$ cat config.mk
export PLATFORM = sky130hd
export DESIGN_NAME = fetch_prefetch_flat
export DESIGN_NICKNAME = d
export VERILOG_FILES = /design/src/rtl/fetch_prefetch_if.sv /design/src/rtl/fetch_prefetch.sv /design/src/flat_wrapper.sv
export SDC_FILE = /design/constraint.sdc
export NUM_CORES = 1
export LEC_CHECK = 0
export ABC_AREA = 1
export CORE_MARGIN = 3
export CORE_UTILIZATION = 40
export CTS_CLUSTER_SIZE = 24
export DETAILED_ROUTE_END_ITERATION = 7
export PLACE_DENSITY = 0.72
export SLEW_MARGIN = 5
export SYNTH_ARGS = -nofsm -noshare
export SYNTH_HDL_FRONTEND = slang
export SYNTH_SLANG_ARGS = --single-unit
$ cat constraint.sdc
create_clock -name Clk_Core -period 11.7 [get_ports Clk_Core]
set_input_delay 2.34 -clock Clk_Core [delete_from_list [all_inputs] [get_ports Clk_Core]]
set_output_delay 2.34 -clock Clk_Core [all_outputs]
set_load 0.02 [all_outputs]
$ cat src/rtl/fetch_prefetch_if.sv
// Instruction-memory request/response bus between the fetch stage and memory.
interface fetch_prefetch_if #(
    parameter int unsigned DWIDTH = 32
);
    logic              imem_req_o;
    logic [DWIDTH-1:0] imem_addr_o;
    logic              imem_gnt_i;
    logic              imem_rvalid_i;
    logic [DWIDTH-1:0] imem_rdata_i;

    // Fetch stage issues requests and consumes grants/responses.
    modport master (
        output imem_req_o,
        output imem_addr_o,
        input  imem_gnt_i,
        input  imem_rvalid_i,
        input  imem_rdata_i
    );

    // Memory side accepts requests and returns in-order responses.
    modport slave (
        input  imem_req_o,
        input  imem_addr_o,
        output imem_gnt_i,
        output imem_rvalid_i,
        output imem_rdata_i
    );
endinterface

$ cat src/rtl/fetch_prefetch.sv
// Fetch stage with an in-order instruction prefetch queue.
// Requests are issued on credit (queue entries + in-flight responses), so the
// queue can never overflow. A flush redirects the fetch PC, empties the queue
// and turns every in-flight response into one that must be dropped on arrival.
module fetch_prefetch #(
    parameter int unsigned       DWIDTH    = 32,
    parameter int unsigned       QDEPTH    = 4,
    parameter logic [DWIDTH-1:0] PC_INIT   = 32'h0000_0000,
    parameter logic [DWIDTH-1:0] INSTR_NOP = 32'h0000_0013
) (
    input  logic              Clk_Core,
    input  logic              Rst_Core_N,
    fetch_prefetch_if.master  imem,
    input  logic              flush_fi,
    input  logic [DWIDTH-1:0] pc_imm_fi,
    input  logic              stall_fi,
    output logic              valid_fo,
    output logic [DWIDTH-1:0] pc_fo,
    output logic [DWIDTH-1:0] pc_plus_fo,
    output logic [DWIDTH-1:0] instruct_fo
);
    localparam int unsigned CW = $clog2(QDEPTH + 1);
    localparam int unsigned PW = $clog2(QDEPTH);
    localparam int unsigned SW = CW + 2;

    typedef logic [CW-1:0] cnt_t;
    typedef logic [PW-1:0] ptr_t;

    // Circular pointer advance that also works for non-power-of-two depths.
    function automatic ptr_t ptrInc(input ptr_t p);
        ptrInc = (p == ptr_t'(QDEPTH - 1)) ? '0 : p + ptr_t'(1);
    endfunction

    logic [DWIDTH-1:0] fpc_q, fpc_d;
    cnt_t              occCnt_q, occCnt_d;
    cnt_t              outstCnt_q, outstCnt_d;
    cnt_t              dropCnt_q, dropCnt_d;
    ptr_t              qHead_q, qHead_d;
    ptr_t              qTail_q, qTail_d;
    ptr_t              tagHead_q, tagHead_d;
    ptr_t              tagTail_q, tagTail_d;

    logic [DWIDTH-1:0] qPc_q    [QDEPTH];
    logic [DWIDTH-1:0] qInstr_q [QDEPTH];
    logic [DWIDTH-1:0] tagPc_q  [QDEPTH];

    logic [SW-1:0]     creditSum;
    logic              reqValid;
    logic              grantFire;
    logic              tagsPending;
    logic              respAccept;
    logic              respKeep;
    logic              headValid;
    logic              popFire;

    // Handshake qualification: credits, grant, response routing and pop.
    always_comb begin
        creditSum   = SW'(occCnt_q) + SW'(outstCnt_q) + SW'(dropCnt_q);
        reqValid    = Rst_Core_N && !flush_fi && (creditSum < SW'(QDEPTH));
        grantFire   = reqValid && imem.imem_gnt_i;
        tagsPending = (outstCnt_q != '0) || (dropCnt_q != '0);
        respAccept  = imem.imem_rvalid_i && tagsPending;
        respKeep    = respAccept && (dropCnt_q == '0) && !flush_fi;
        headValid   = (occCnt_q != '0);
        popFire     = headValid && !stall_fi && !flush_fi;
    end

    // Next-state for fetch PC, counters and FIFO pointers; flush wins over all.
    always_comb begin
        fpc_d      = fpc_q;
        occCnt_d   = occCnt_q;
        outstCnt_d = outstCnt_q;
        dropCnt_d  = dropCnt_q;
        qHead_d    = qHead_q;
        qTail_d    = qTail_q;
        tagHead_d  = tagHead_q;
        tagTail_d  = tagTail_q;

        if (flush_fi) begin
            fpc_d      = {pc_imm_fi[DWIDTH-1:2], 2'b00};
            occCnt_d   = '0;
            qHead_d    = '0;
            qTail_d    = '0;
            outstCnt_d = '0;
            dropCnt_d  = dropCnt_q + outstCnt_q - cnt_t'(respAccept);
        end else begin
            if (grantFire) begin
                fpc_d = fpc_q + DWIDTH'(4);
            end
            outstCnt_d = outstCnt_q + cnt_t'(grantFire) - cnt_t'(respKeep);
            dropCnt_d  = dropCnt_q - cnt_t'(respAccept && !respKeep);
            occCnt_d   = occCnt_q + cnt_t'(respKeep) - cnt_t'(popFire);
            if (respKeep) begin
                qTail_d = ptrInc(qTail_q);
            end
            if (popFire) begin
                qHead_d = ptrInc(qHead_q);
            end
        end

        if (grantFire) begin
            tagTail_d = ptrInc(tagTail_q);
        end
        if (respAccept) begin
            tagHead_d = ptrInc(tagHead_q);
        end
    end

    // State registers; reset abandons everything in flight.
    always_ff @(posedge Clk_Core or negedge Rst_Core_N) begin
        if (!Rst_Core_N) begin
            fpc_q      <= PC_INIT;
            occCnt_q   <= '0;
            outstCnt_q <= '0;
            dropCnt_q  <= '0;
            qHead_q    <= '0;
            qTail_q    <= '0;
            tagHead_q  <= '0;
            tagTail_q  <= '0;
        end else begin
            fpc_q      <= fpc_d;
            occCnt_q   <= occCnt_d;
            outstCnt_q <= outstCnt_d;
            dropCnt_q  <= dropCnt_d;
            qHead_q    <= qHead_d;
            qTail_q    <= qTail_d;
            tagHead_q  <= tagHead_d;
            tagTail_q  <= tagTail_d;
        end
    end

    // FIFO storage; validity is tracked entirely by the pointers and counters.
    always_ff @(posedge Clk_Core) begin
        if (grantFire) begin
            tagPc_q[tagTail_q] <= fpc_q;
        end
        if (respKeep) begin
            qPc_q[qTail_q]    <= tagPc_q[tagHead_q];
            qInstr_q[qTail_q] <= imem.imem_rdata_i;
        end
    end

    // Decode-facing view of the queue head; NOP whenever the queue is empty.
    always_comb begin
        valid_fo    = headValid;
        pc_fo       = headValid ? qPc_q[qHead_q] : fpc_q;
        pc_plus_fo  = pc_fo + DWIDTH'(4);
        instruct_fo = headValid ? qInstr_q[qHead_q] : INSTR_NOP;
    end

    assign imem.imem_req_o  = reqValid;
    assign imem.imem_addr_o = fpc_q;
endmodule

$ cat src/flat_wrapper.sv
// flat-port wrapper written by rule: the top's interface ports become plain ports
module fetch_prefetch_flat 
#(
    parameter int unsigned       DWIDTH    = 32,
    parameter int unsigned       QDEPTH    = 4,
    parameter logic [DWIDTH-1:0] PC_INIT   = 32'h0000_0000,
    parameter logic [DWIDTH-1:0] INSTR_NOP = 32'h0000_0013
)
  (Clk_Core, Rst_Core_N, flush_fi, pc_imm_fi, stall_fi, valid_fo, pc_fo, pc_plus_fo, instruct_fo, imem_imem_req_o, imem_imem_addr_o, imem_imem_gnt_i, imem_imem_rvalid_i, imem_imem_rdata_i);
  fetch_prefetch_if #(.DWIDTH(DWIDTH)) imem_i ();
  input  logic Clk_Core;
  input  logic Rst_Core_N;
  input  logic flush_fi;
  input  logic [DWIDTH-1:0] pc_imm_fi;
  input  logic stall_fi;
  output logic valid_fo;
  output logic [DWIDTH-1:0] pc_fo;
  output logic [DWIDTH-1:0] pc_plus_fo;
  output logic [DWIDTH-1:0] instruct_fo;
  output wire logic [$bits(imem_i.imem_req_o)-1:0] imem_imem_req_o;
  output wire logic [$bits(imem_i.imem_addr_o)-1:0] imem_imem_addr_o;
  input wire logic [$bits(imem_i.imem_gnt_i)-1:0] imem_imem_gnt_i;
  input wire logic [$bits(imem_i.imem_rvalid_i)-1:0] imem_imem_rvalid_i;
  input wire logic [$bits(imem_i.imem_rdata_i)-1:0] imem_imem_rdata_i;
  assign imem_imem_req_o = imem_i.imem_req_o;
  assign imem_imem_addr_o = imem_i.imem_addr_o;
  assign imem_i.imem_gnt_i = imem_imem_gnt_i;
  assign imem_i.imem_rvalid_i = imem_imem_rvalid_i;
  assign imem_i.imem_rdata_i = imem_imem_rdata_i;
  fetch_prefetch #(.DWIDTH(DWIDTH), .QDEPTH(QDEPTH), .PC_INIT(PC_INIT), .INSTR_NOP(INSTR_NOP)) u_core (.Clk_Core(Clk_Core), .Rst_Core_N(Rst_Core_N), .imem(imem_i), .flush_fi(flush_fi), .pc_imm_fi(pc_imm_fi), .stall_fi(stall_fi), .valid_fo(valid_fo), .pc_fo(pc_fo), .pc_plus_fo(pc_plus_fo), .instruct_fo(instruct_fo));
endmodule
# [Word-level counts from Yosys, hierarchy flattened]
# Memory sizes are Yosys's and may differ from the RTL's.
# Index checks and enable logic that the tools add are counted.
[word_totals] ff_bits=49 latchBits=0 ramBits=384 romBits=0 out_inout_bits=130 memories=3
[memory_table] memory="u_core.qInstr_q" words=4 width=32 rd=1 rd_ports_with_merged_regs=0 wr=1 line="fetch_prefetch.sv:44" text="logic [DWIDTH-1:0] qInstr_q [QDEPTH];"
[memory_table] memory="u_core.qPc_q" words=4 width=32 rd=1 rd_ports_with_merged_regs=0 wr=1 line="fetch_prefetch.sv:43" text="logic [DWIDTH-1:0] qPc_q [QDEPTH];"
[memory_table] memory="u_core.tagPc_q" words=4 width=32 rd=1 rd_ports_with_merged_regs=0 wr=1 line="fetch_prefetch.sv:45" text="logic [DWIDTH-1:0] tagPc_q [QDEPTH];"
[op_classes] n_addsub=15 mul=0 n_div=0 magnitude_cmp=1 eq_ne=4 shifts=0 n_mux=19 n_bitwise=0 n_reduce_logical=20
[op_table] op="$mux W32" n=4
[op_table] op="$add A32 B3 Y32 const B" n=2
[op_table] op="$mux W2" n=8
[op_table] op="$sub A3 B1 Y3" n=4
[op_table] op="$logic_and A1 B1 Y1" n=9
[op_table] op="$mux W3" n=3
[op_table] op="$reduce_bool A3 Y1" n=3
[op_table] op="$add A2 B1 Y2 const B" n=4
[op_table] op="$eq A2 B2 Y1 const B" n=4
[op_table] op="$add A3 B1 Y3" n=2
[op_table] op="$reduce_bool A2 Y1" n=3
[op_table] op="$add A5 B3 Y5" n=1
[op_table] op="$lt A5 B3 Y1 const B" n=1
[op_table] op="$add A3 B3 Y4" n=1
[op_table] op="$mux W1" n=4
[op_table] op="$add A3 B3 Y3" n=1
[op_table] op="$logic_not A1 Y1" n=3
[op_table] op="$logic_not A3 Y1" n=1
[op_table] op="$logic_or A1 B1 Y1" n=1

# [Logic depth before layout (Yosys ltp)]
[logic_depth] word_depth=9 ltp_mapped=17 ltp_nobuf=15

# [Least setup slack after synthesis]
# OpenSTA, ideal clock, no wires.
[synth_path] path_type="input -> register" start="input port imem_imem_rvalid_i" end="memory u_core.qInstr_q[0][0], enable pin" setup_time_ns=0.482 t_arrival_ns=5.744 required_time_ns=11.218 setup_slack_ns=5.474 cell_stages=5 path_cell_list="a21boi_1 > nand2_1 > nor2_1 > inv_1 > nor2_1"
[synth_via] elab_chain_len=5
[synth_lines] item="from (decl)" line="flat_wrapper.sv:23" text="input wire logic [$bits(imem_i.imem_rvalid_i)-1:0] imem_imem_rvalid_i;"
[synth_lines] item="$logic_and A1 B1 Y1" line="fetch_prefetch.sv:62" text="respAccept = imem.imem_rvalid_i && tagsPending;"
[synth_lines] item="$logic_and A1 B1 Y1 (2 in series)" line="fetch_prefetch.sv:63" text="respKeep = respAccept && (dropCnt_q == '0) && !flush_fi;"
[synth_lines] item="$mux W1" line="fetch_prefetch.sv:137" text="if (respKeep) begin"
[synth_lines] item="$mux W1 (implied by the code)" line="fetch_prefetch.sv:139" text="qInstr_q[qTail_q] <= imem.imem_rdata_i;"
[synth_lines] item="to (decl)" line="fetch_prefetch.sv:44"
# No other way between the ends.

# [Worst setup path in the final report]
[layout_path] start="register u_core.occCnt_q[1]" end="output port pc_plus_fo[16]"
[layout_via] elab_chain_len=3
[layout_lines] item="from (decl)" line="fetch_prefetch.sv:35" text="cnt_t occCnt_q, occCnt_d;"
[layout_lines] item="from (signal assigned)" line="fetch_prefetch.sv:122" text="occCnt_q <= occCnt_d;"
[layout_lines] item="$reduce_bool A3 Y1" line="fetch_prefetch.sv:64" text="headValid = (occCnt_q != '0);"
[layout_lines] item="$mux W32" line="fetch_prefetch.sv:146" text="pc_fo = headValid ? qPc_q[qHead_q] : fpc_q;"
[layout_lines] item="$add A32 B3 Y32" line="fetch_prefetch.sv:147" text="pc_plus_fo = pc_fo + DWIDTH'(4);"
[layout_lines] item="to (decl)" line="flat_wrapper.sv:18" text="output logic [DWIDTH-1:0] pc_plus_fo;"
# No other way between the ends.

==> results by group <==
Final layout
  – Post-route insts no fill: 2694
  – Commonest non-fill, non-tap cell in the layout: nand2_1
  – Fin area: 0.0229 mm²
  – Most frequent cells in the layout: nand2_1, edfxtp_1, nor2_1, clkdlybuf4s50_1, inv_1
  – Nets@finish: 2153
  – Layout area overhead: 19.6%
  – Register area: 0.0122 mm²
  – Share of layout cells above drive strength 1: 6.76%
  – Filler instances: 4124
  – Diode count: 0
  – Area of the multi-input gates: 0.00576 mm²

Run
  – Max-Cap Viols: 0

GRT
  – Total track usage: 20.1%
  – Total grt overflow: 0
  – Global-route wire length before repair: 77100 µm
  – Initial antenna violation count: 0
  – Largest net degree at the start of global routing: 103
  – Vias in the first global route: 13.5k

Timing
  – Setup violators final: 0
  – Final hold violations: 0
  – Max-slew violations: 0
  – Crit path time final: 7.32 ns
  – RSZ-0062 raised after global routing: false
  – Worst-Margin Slew: 1.24 ns
  – Final Cycle Share: 62.6%
  – Setup WS post-layout: 4.38 ns
  – Fin Setup TNS: 0 ns
  – Max Clock Freq: 137 MHz
  – Final Skew: 0.0282 ns
  – Worst rel slew slack: 17.1%
  – Hold WS: 0.589 ns

Setup path
  – R2R cell count: 14
  – Critical path class: register to output port
  – Crit end category: output port
  – Startpoint types: register
  – R2r endpoint: u_core.outstCnt_q[1]$_DFF_PN0_
  – Critical path data arrival time: 4.98 ns
  – Data required, critical path: 9.36 ns
  – R2R setup slack: 8.03 ns
  – Crit Reg-Reg Startpoint: u_core.outstCnt_q[0]$_DFF_PN0_
  – Crit Path Max Fanout: 75

Power
  – PD cells: 259 mW/mm²
  – Max VDD drop: 216 µV
  – Leak pwr: 8.82 nW

Min path
  – Hold path cells: 0
  – Min-delay src: u_core.imem.imem_addr_o[31]$_DFFE_PN0P_
  – Hold EP: u_core.tagPc_q[1][31]$_DFFE_PP_
  – Min-Delay Path Class: register to register

Placement
  – IO buf count: 191
  – DP HPWL: 31800 µm
  – Setup Slack @ Placement: 4.98 ns
  – # placed instances: 2616
  – Global placer's final weighted congestion: 0.937
  – Placed Area: 0.0215 mm²

CTS
  – Setup Buffers After CTS: 0
  – CTS Buf Count: 42
  – Root Driver: clkbuf_16
  – CTS clock-pin slew for the worst setup and hold paths: 0.06 ns
  – Worst-Skew Late Latency: 0.58 ns
  – Depth of the CTS H-tree: 2
  – Resized cells post-CTS: 0
  – Hold Buf Count CTS: 0
  – Clk buf depth: 3
  – Clk sinks: 415
  – CTS tree: done

Route
  – Initial DRT Pass Iterations: 7
  – Detailed Route WL: 51300 µm
  – Vias: 14.0k
  – Initial DRC Count: 1377
  – DRC Markers: 0
  – Wire per inst: 19.0 µm
  – Via density per instance: 5.21
  – Antenna-violating nets left: 0

Synth
  – Cells after synthesis: 1883
  – Netlist Area Pre-Place: 0.0191 mm²
  – Avg Inst Size Synth: 10.2 µm²
  – Synth cell types: 42
  – Syn. warnings: 0
  – Synth Register Bits: 415
  – Seq/Total Area, Yosys: 63.9%

Die
  – Die Span X: 225 µm
  – Initial Util: 40.8%
  – Die Span Y: 225 µm
  – Core Area: 0.0469 mm²
  – I/O Pins: 200
  – Die footprint: 0.0505 mm²
  – Placement row count: 79

Outcome
  – Status: completed
-- routing by layer --
layer	up-vias	global-route usage, %	wire (µm)
met5	-	0	0
li1	6612	-	-
met3	106	3.46	4150
met1	6676	26.5	21100
met2	648	32.9	23800
met4	0	8.47	2190
-- power breakdown --
group	internal (mW)	total, mW	switching [mW]	leakage, nW
clock network	0.759	1.32	0.557	0.665
registers	1.83	1.95	0.128	3.90
logic	0.894	2.66	1.77	4.26
total	3.48	5.93	2.45	8.82
-- Yosys cell counts --
cell type  instances  share of area [%]
nand2_1          433                8.5
edfxtp_1         368                 58
nor2_1           272                5.3
inv_1            184                3.6
o21ai_0          147                3.8
nand3_1           99                2.6
dfrtp_1           47                6.1
clkbuf_1          40               0.78
xor2_1            36                1.6
a21oi_1           31               0.81
o22ai_1           31                1.0
ha_1              26                1.7
buf_2             25               0.65
nand2_2           24               0.78
o211ai_1          11               0.43
buf_4             10               0.39
buf_6             10               0.59
nor3_1            10               0.26
nand4_1            9               0.29
o221ai_1           9               0.41
nor2_2             8               0.26
inv_2              6               0.12
xnor2_1            6               0.27
nor2_4             5               0.29
o21ai_1            5               0.13
buf_1              4              0.078
fa_1               4               0.42
nor4_1             3              0.098
o311ai_0           3               0.14
or2_2              3              0.098
a21boi_1           2              0.078
clkinv_1           2              0.039
a21boi_0           1              0.039
a31oi_1            1              0.033
conb_1             1              0.020
inv_4              1              0.033
mux2i_1            1              0.052
nand2_4            1              0.059
nand3_2            1              0.052
nor3_2             1              0.052
o21a_1             1              0.039
o21bai_1           1              0.039
-- stage by stage --
| stage | util [%] | power (mW) |
|---|---|---|
| finish | 48.8 | 5.93 |
| global route | 48.8 | 6.24 |
| CTS | 48.8 | 5.95 |
| detailed placement | 45.9 | 4.62 |
| global placement | 45.9 | 4.57 |
| floorplan | - | 3.51 |
-- cell type report --
class / count / area share [%]
multi-input cells: 1191 / 25.2
repair buffers: 210 / 8.96
flip-flops and latches: 415 / 53.5
inverters: 193 / 3.18
clock inverters: 23 / 0.913
clock buffers: 55 / 4.99
well taps: 607 / 3.32
-- worst max path at each step --
stage	from	endpoint	slack (ns)	cells after the start
CTS	u_core.occCnt_q[1]$_DFF_PN0_	pc_plus_fo[16]	4.31	12
global route	u_core.occCnt_q[1]$_DFF_PN0_	pc_plus_fo[16]	4.11	12
global placement	u_core.occCnt_q[1]$_DFF_PN0_	pc_plus_fo[16]	5.01	12
floorplan	imem_imem_rvalid_i	u_core.qInstr_q[0][0]$_DFFE_PP_	5.47	5
finish	u_core.occCnt_q[1]$_DFF_PN0_	pc_plus_fo[16]	4.38	12
detailed placement	u_core.occCnt_q[1]$_DFF_PN0_	pc_plus_fo[16]	4.98	12
-- worst max-delay path, cell delays in order (launching register included) --
cell	delay, ns
dfrtp_1	0.46
nor2_4	0.18
nand2_4	0.39
inv_2	0.13
buf_4	0.80
nand2_1	0.17
nand2_1	0.18
ha_1	0.27
nand3_2	0.17
nor2_1	0.48
nand2_1	0.17
xor2_1	0.29
clkdlybuf4s50_1	0.68
-- flip-flops by register name, indices dropped and copies added (netlist names) --
name	flops
u_core.dropCnt_q	3
u_core.imem.imem_addr_o	30
u_core.occCnt_q	3
u_core.outstCnt_q	3
u_core.qHead_q	2
u_core.qInstr_q	128
u_core.qPc_q	120
u_core.qTail_q	2
u_core.tagHead_q	2
u_core.tagPc_q	120
u_core.tagTail_q	2
-- cells by family after synthesis --
| kind of cell | count (synthesis) | synth area share (%) |
|---|---|---|
| AOI/OAI and AO/OA | 243 | 7.01 |
| xor gates and xnor gates | 42 | 1.92 |
| adders and majority gates | 30 | 2.12 |
| buffers and inverters | 282 | 6.30 |
| DFF | 415 | 63.9 |
| muxes | 1 | 0.0523 |
| other | 1 | 0.0196 |
| and+or+nand+nor | 869 | 18.7 |
(Power assumes the default switching activity.)
